$ cat src/rtl/pc_branch_unit.sv
// -----------------------------------------------------------------------------
// pc_branch_unit
//
// Purpose:
//   Next-PC generator and program-counter register for the single-issue core.
//   Resolves every RV32I conditional branch (signed and unsigned), JAL and
//   JALR directly from operand values. It holds the fetch PC across stalls and
//   keeps one pending redirect that arrives while fetch is stalled.
//
// Parameters:
//   XLEN     width of PC, operands and immediate
//   PC_INC   address increment per instruction (1 = word, 4 = byte addressed)
//   RESET_PC PC value loaded on reset
//
// Ports:
//   clk          in   rising-edge clock
//   rst          in   synchronous active-high reset, overrides everything
//   stall        in   fetch must hold the current PC this cycle
//   halt         in   enter HALT, PC frozen until reset
//   br_valid     in   a branch/jump resolves this cycle
//   br_tipo      in   0 JAL,1 BEQ,2 BNE,3 BLT,4 BGE,5 BLTU,6 BGEU,7 JALR
//   br_pc        in   PC of the resolving instruction
//   rs1, rs2     in   operands
//   imed         in   sign-extended offset
//   pc           out  current fetch address
//   pc_valid     out  pc is a valid fetch address this cycle
//   taken        out  previous accepted branch was taken (registered)
//   link         out  br_pc + PC_INC, combinational return address
//   misalign     out  last taken target was not a multiple of PC_INC
//   o_dbg_state  out  current FSM state (BOOT=0, RUN=1, STALL=2, HALT=3)
//
// Optional feature (macro BRANCH_STATS_EN):
//   br_count        out  number of accepted br_valid cycles
//   br_taken_count  out  number of taken redirects
//   stall_cycles    out  number of cycles spent in STALL
//   All three reset to 0, saturate at 2^32-1 and freeze in HALT.
//
// Handshake:
//   There is no backpressure. A branch is accepted in the cycle br_valid is
//   high while the unit is in RUN or STALL and halt is low; in BOOT and HALT
//   br_valid is ignored. The fetch address on pc is meaningful only while
//   pc_valid is high.
// -----------------------------------------------------------------------------
module pc_branch_unit #(
  parameter int unsigned     XLEN     = 32,
  parameter int unsigned     PC_INC   = 1,
  parameter logic [XLEN-1:0] RESET_PC = '0
) (
  input  logic            clk,
  input  logic            rst,
  input  logic            stall,
  input  logic            halt,
  input  logic            br_valid,
  input  logic [2:0]      br_tipo,
  input  logic [XLEN-1:0] br_pc,
  input  logic [XLEN-1:0] rs1,
  input  logic [XLEN-1:0] rs2,
  input  logic [XLEN-1:0] imed,
  output logic [XLEN-1:0] pc,
  output logic            pc_valid,
  output logic            taken,
  output logic [XLEN-1:0] link,
  output logic            misalign,
`ifdef BRANCH_STATS_EN
  output logic [31:0]     br_count,
  output logic [31:0]     br_taken_count,
  output logic [31:0]     stall_cycles,
`endif
  output logic [1:0]      o_dbg_state
);

  localparam logic [XLEN-1:0] LP_INC = XLEN'(PC_INC);

  typedef enum logic [1:0] {
    ST_BOOT  = 2'd0,
    ST_RUN   = 2'd1,
    ST_STALL = 2'd2,
    ST_HALT  = 2'd3
  } state_t;

  localparam logic [2:0] T_JAL  = 3'd0;
  localparam logic [2:0] T_BEQ  = 3'd1;
  localparam logic [2:0] T_BNE  = 3'd2;
  localparam logic [2:0] T_BLT  = 3'd3;
  localparam logic [2:0] T_BGE  = 3'd4;
  localparam logic [2:0] T_BLTU = 3'd5;
  localparam logic [2:0] T_BGEU = 3'd6;
  localparam logic [2:0] T_JALR = 3'd7;

  // ---------------------------------------------------------------------------
  // Registers
  // ---------------------------------------------------------------------------
  state_t          r_state;
  logic [XLEN-1:0] r_pc;
  logic            r_pc_valid;
  logic            r_taken;
  logic            r_misalign;
  logic            r_pend_v;
  logic [XLEN-1:0] r_pend;

  // ---------------------------------------------------------------------------
  // Condition evaluation straight from the operands
  // ---------------------------------------------------------------------------
  logic            w_eq;
  logic            w_lt;
  logic            w_ltu;
  logic            w_cond;

  assign w_eq  = (rs1 == rs2);
  assign w_lt  = ($signed(rs1) < $signed(rs2));
  assign w_ltu = (rs1 < rs2);

  always_comb begin
    w_cond = 1'b0;
    case (br_tipo)
      T_JAL:   w_cond = 1'b1;
      T_BEQ:   w_cond = w_eq;
      T_BNE:   w_cond = ~w_eq;
      T_BLT:   w_cond = w_lt;
      T_BGE:   w_cond = ~w_lt;
      T_BLTU:  w_cond = w_ltu;
      T_BGEU:  w_cond = ~w_ltu;
      T_JALR:  w_cond = 1'b1;
      default: w_cond = 1'b0;
    endcase
  end

  // ---------------------------------------------------------------------------
  // Target computation. All sums wrap modulo 2^XLEN.
  // ---------------------------------------------------------------------------
  logic [XLEN-1:0] w_tgt_rel;
  logic [XLEN-1:0] w_jalr_sum;
  logic [XLEN-1:0] w_target;
  logic            w_misal;
  logic [XLEN-1:0] w_seq_pc;

  assign w_tgt_rel  = br_pc + imed;
  assign w_jalr_sum = rs1 + imed;
  // JALR clears bit 0 of the sum (RISC-V semantics).
  assign w_target   = (br_tipo == T_JALR) ? {w_jalr_sum[XLEN-1:1], 1'b0} : w_tgt_rel;
  // With PC_INC = 1 every target is aligned, so misalign can never be set.
  assign w_misal    = ((w_target % LP_INC) != '0);
  assign w_seq_pc   = r_pc + LP_INC;

  // A branch only counts while the unit is actually fetching; a halt in the
  // same cycle wins and the branch is dropped.
  logic w_accept;
  logic w_redirect;

  assign w_accept   = br_valid & ~halt &
                      ((r_state == ST_RUN) | (r_state == ST_STALL));
  assign w_redirect = w_accept & w_cond;

  // ---------------------------------------------------------------------------
  // FSM and PC register
  // ---------------------------------------------------------------------------
  always_ff @(posedge clk) begin
    if (rst) begin
      r_state    <= ST_BOOT;
      r_pc       <= RESET_PC;
      r_pc_valid <= 1'b0;
      r_taken    <= 1'b0;
      r_misalign <= 1'b0;
      r_pend_v   <= 1'b0;
      r_pend     <= '0;
    end else begin
      case (r_state)
        // BOOT leaves pc at RESET_PC, so the reset vector is the first
        // address presented with pc_valid high.
        ST_BOOT: begin
          r_state    <= ST_RUN;
          r_pc_valid <= 1'b1;
        end

        ST_RUN, ST_STALL: begin
          if (halt) begin
            r_state    <= ST_HALT;
            r_pc_valid <= 1'b0;
            r_pend_v   <= 1'b0;
          end else begin
            if (w_accept) begin
              r_taken <= w_cond;
              if (w_cond) begin
                r_misalign <= w_misal;
              end
            end

            if (stall) begin
              // Hold pc; a redirect seen now is parked, youngest wins.
              r_state <= ST_STALL;
              if (w_redirect) begin
                r_pend_v <= 1'b1;
                r_pend   <= w_target;
              end
            end else begin
              // A redirect in this very cycle is younger than anything parked.
              r_state  <= ST_RUN;
              r_pend_v <= 1'b0;
              if (w_redirect) begin
                r_pc <= w_target;
              end else if (r_pend_v) begin
                r_pc <= r_pend;
              end else begin
                r_pc <= w_seq_pc;
              end
            end
          end
        end

        ST_HALT: begin
          r_state    <= ST_HALT;
          r_pc_valid <= 1'b0;
        end

        default: begin
          r_state <= ST_BOOT;
        end
      endcase
    end
  end

  assign pc          = r_pc;
  assign pc_valid    = r_pc_valid;
  assign taken       = r_taken;
  assign misalign    = r_misalign;
  assign link        = br_pc + LP_INC;
  assign o_dbg_state = r_state;

`ifdef BRANCH_STATS_EN
  // ---------------------------------------------------------------------------
  // Statistics counters, saturating. Since w_accept is false in HALT and
  // r_state never reads STALL there, all three freeze once halted.
  // ---------------------------------------------------------------------------
  logic [31:0] r_br_count;
  logic [31:0] r_br_taken_count;
  logic [31:0] r_stall_cycles;

  always_ff @(posedge clk) begin
    if (rst) begin
      r_br_count       <= '0;
      r_br_taken_count <= '0;
      r_stall_cycles   <= '0;
    end else begin
      if (w_accept && (r_br_count != '1)) begin
        r_br_count <= r_br_count + 32'd1;
      end
      if (w_redirect && (r_br_taken_count != '1)) begin
        r_br_taken_count <= r_br_taken_count + 32'd1;
      end
      if ((r_state == ST_STALL) && (r_stall_cycles != '1)) begin
        r_stall_cycles <= r_stall_cycles + 32'd1;
      end
    end
  end

  assign br_count       = r_br_count;
  assign br_taken_count = r_br_taken_count;
  assign stall_cycles   = r_stall_cycles;
`endif

endmodule

$ cat config.mk
export PLATFORM = sky130hd
export DESIGN_NAME = pc_branch_unit
export DESIGN_NICKNAME = d
export VERILOG_FILES = /design/src/rtl/pc_branch_unit.sv
export SDC_FILE = /design/constraint.sdc
export NUM_CORES = 1
export LEC_CHECK = 0
export CAP_MARGIN = 20
export CORE_MARGIN = 4
export CORE_UTILIZATION = 45
export CTS_BUF_LIST = sky130_fd_sc_hd__clkbuf_8
export DETAILED_ROUTE_END_ITERATION = 12
export GPL_TIMING_DRIVEN = 0
export MAX_ROUTING_LAYER = met4
export PLACE_DENSITY = 0.74
export SLEW_MARGIN = 20
export SYNTH_ARGS = -nofsm -noshare
export SYNTH_HDL_FRONTEND = slang
export SYNTH_SLANG_ARGS = --single-unit
export TNS_END_PERCENT = 20
$ cat constraint.sdc
create_clock -name clk -period 5.56 [get_ports clk]
set_input_delay 1.112 -clock clk [delete_from_list [all_inputs] [get_ports clk]]
set_output_delay 1.112 -clock clk [all_outputs]
set_load 0.02 [all_outputs]
==> impl_metrics.json <==
{
  "clock_path_buffers": 2,
  "yosysWarningCount": 0,
  "leakagePower_nw": 4.46,
  "use_met2": 0.419,
  "placed_area_um2": 10800,
  "final_max_slew_viol_count": 0,
  "synthAdderAreaFrac": 0.148,
  "yosys-top-cells-area": "dfxtp_1 (16%), ha_1 (14%), a21oi_1 (8.4%)",
  "clk_pin_slew_ps": 80,
  "layout-drive-gt1-share": 0.0436,
  "synth_mux_area_frac": 0.0370,
  "gp_congestion": 0.934,
  "critPathMaxStageDelay_ps": 640,
  "final_antenna_net_count": 0,
  "synthArstFlopShare": 0,
  "avgViaCountPerCell": 5.68,
  "synth.distinct_cells": 70,
  "grt_start_max_net_pins": 12,
  "synth-edff-count": 0,
  "routedWlPerCell_um": 17.4,
  "combPwrFrac": 0.475,
  "slowest_stage": "clkdlybuf4s50_1",
  "area_growth_syn_to_layout_pct": 30.1,
  "grt-ovfl-total": 0,
  "antenna_found_initial": 0,
  "synth_area_per_cell_um2": 7.18,
  "relSlewSlack": 0.450,
  "final_cell_area_um2": 11000,
  "netSwitchingPower_mw": 0.733,
  "io_pins": 205,
  "grt_use_met3": 0.0274,
  "yosys.area_share.simple": 0.239,
  "p_clk_frac": 0.240,
  "nFillCells": 1735,
  "swShare": 0.379,
  "seqCellArea_um2": 1380,
  "maxCapViolCount": 0,
  "clk_latency_ps": 350,
  "final-hold-violation-count": 0,
  "startpoint_type": "primary input",
  "yosysMostFrequentCell": "a21oi_1",
  "status": "finished clean",
  "critPathArrivalTime_ps": 4270,
  "ir_drop_uv": 117,
  "dp.final_hpwl_mm": 23.8,
  "cts.hold.buffers_added": 0,
  "die-area_um2": 21100,
  "fp.dieW_um": 145,
  "crit_path_end_kind": "output port",
  "p_int_mw": 1.20,
  "cp.buffers_inverters": 3,
  "synth-compound-area-share": 0.244,
  "ys_seq_area_frac": 0.163,
  "synthXorXnorAreaFrac": 0.114,
  "crit_fanout": 5,
  "syn_inst": 1181,
  "netlist_area_um2": 8480,
  "synth_top_flop_cell": "dfxtp_1",
  "crit_required_ps": 4450,
  "setup_slack_ps": 175,
  "yosys.area.top_type": "dfxtp_1",
  "tritoncts": "built",
  "grt_pass1_vias": 8755,
  "fin_skew_ps": 11.5,
  "synth.net_count": 1416,
  "core_region_area_um2": 18300,
  "hp-class": "register to register",
  "crit_chain": "clkdlybuf4s50_1, and3_1, nand3_1, nor2_1, and4_1, and3_1, inv_1, nor2_2, nand4_1, xnor2_1, clkdlybuf4s50_1",
  "ys_top_cells_by_count": "a21oi_1 (142), nor2_1 (138), ha_1 (97), nand2_1 (97), o21ai_0 (70)",
  "drt_first_pass_iters": 6,
  "final_nets": 1629,
  "grt_util_met1": 0.363,
  "post_cts_buffers": 0,
  "grt_pass1_wl_mm": 45.1,
  "ys_seq_elements": 69,
  "routed_wl_mm": 28.3,
  "fmax_mhz": 186,
  "synth_top_area_frac": 0.163,
  "crit_family": "simple AND/OR/NAND/NOR gates",
  "vias": 9245,
  "grt-busiest-layer": "met2",
  "setup_violations": 0,
  "drt_iter0_drc": 620,
  "cts.sinks": 69,
  "num_antenna_cells": 0,
  "power.share.sequential": 0.284,
  "cts_made_buffers": 9,
  "crit_type": "primary input to output port",
  "cts-root-buf": "clkbuf_8",
  "synth_top_family_by_area": "compound AO/OA/AOI/OAI gates",
  "min_period_over_period": 0.969,
  "die_h_um": 145,
  "dpl_worst_slack_ps": -210,
  "multi_input_area_um2": 6650,
  "start_util": 0.464,
  "drc": 0,
  "powerDensity_nw_per_um2": 175,
  "io_buffer_count": 202,
  "htree_num_levels": 3,
  "post-route-min-period_ps": 5390,
  "worstMarginPinSlew_ps": 824,
  "rows": 49,
  "grt_use_total": 0.264
}
final timing paths:
check             start    endpoint  slack [ps]  cells past startpoint
max            br_pc[1]    link[29]         170                     11
min          r_pend[17]  r_pend[17]         460                      2
max reg2reg       pc[6]      pc[27]        2590                      9
min reg2reg  r_pend[17]  r_pend[17]         460                      2
cell families (layout without fill, tap and decap cells):
family,after synthesis,after routing
compound gates,336,336
xor+xnor,110,110
fa+ha+maj,99,99
buf+inv,110,328
flops,69,69
mux,30,30
other cells,1,1
simple gates,426,426
power by group through the flow:
stage          combinational [mW]  clock [mW]  sequential (mW)
6_report                    0.920       0.465            0.550
2_1_floorplan               0.544           0            0.577
3_3_place_gp                0.896           0            0.560
3_5_place_dp                0.902           0            0.560
5_1_grt                      1.01       0.486            0.553
4_1_cts                     0.908       0.468            0.549
layout by cell type (no fill, tap or decap), types with 20 or more instances in the layout:
cell             netlist  final
nand3_1               49     49
nand2_1               97     97
xnor2_1               63     63
clkdlybuf4s50_1        0    202
ha_1                  97     97
a21o_1                22     22
clkbuf_1              35     35
inv_1                 56     58
xor2_1                47     47
o21ai_0               70     70
nand4_1               22     22
dfxtp_1               69     69
nor2_1               138    136
mux2i_1               21     21
nor3_1                36     35
and3_1                20     20
a21oi_1              142    142
cell type report:
class                           count  share of cell area
Buffer                             54              0.0235
Clock inverter                      5             0.00680
Tap cell                          229              0.0260
Multi-Input combinational cell   1002               0.603
Inverter                           56              0.0191
Sequential cell                    69               0.125
Timing Repair Buffer              202               0.183
Clock buffer                       11              0.0137
per-stage QoR:
| step | util | total power, mW | setup TNS (ps) | hold slack [ps] | std cells |
|---|---|---|---|---|---|
| 2_1_floorplan | - | 1.12 | 0 | 432 | 1181 |
| 3_3_place_gp | 0.591 | 1.46 | -577 | 447 | 1612 |
| 3_5_place_dp | 0.591 | 1.46 | -728 | 448 | 1612 |
| 4_1_cts | 0.603 | 1.93 | 0 | 460 | 1628 |
| 5_1_grt | 0.604 | 2.05 | -21.5 | 483 | 1628 |
| 6_report | 0.604 | 1.93 | 0 | 460 | 1628 |
routing by layer:
metal	vias to the layer above	part of all wire
met5	-	0
met4	0	0.020
met3	42	0.073
met2	389	0.44
met1	4155	0.46
li1	4659	-
worst reg2reg max path: stages, from the launching register on:
cell	delay [ps]
dfxtp_1	430
nand3_1	230
nor3_1	500
nand4_1	340
nor3_1	560
nand4_1	190
xnor2_1	160
mux2i_1	130
nor4_1	60
a211o_1	280
sequential cells by signal, indices dropped and copies added, names as in the netlist:
signal	cells
pc	32
r_pend	32
o_dbg_state	2
pc_valid	1
r_pend_v	1
taken	1
repair_timing:
action,4_1_cts,5_1_grt
pin swaps,0,1
endpoints found under the setup margin,5,9
gates resized for setup,1,3
Power figures use the tool's default switching activity.
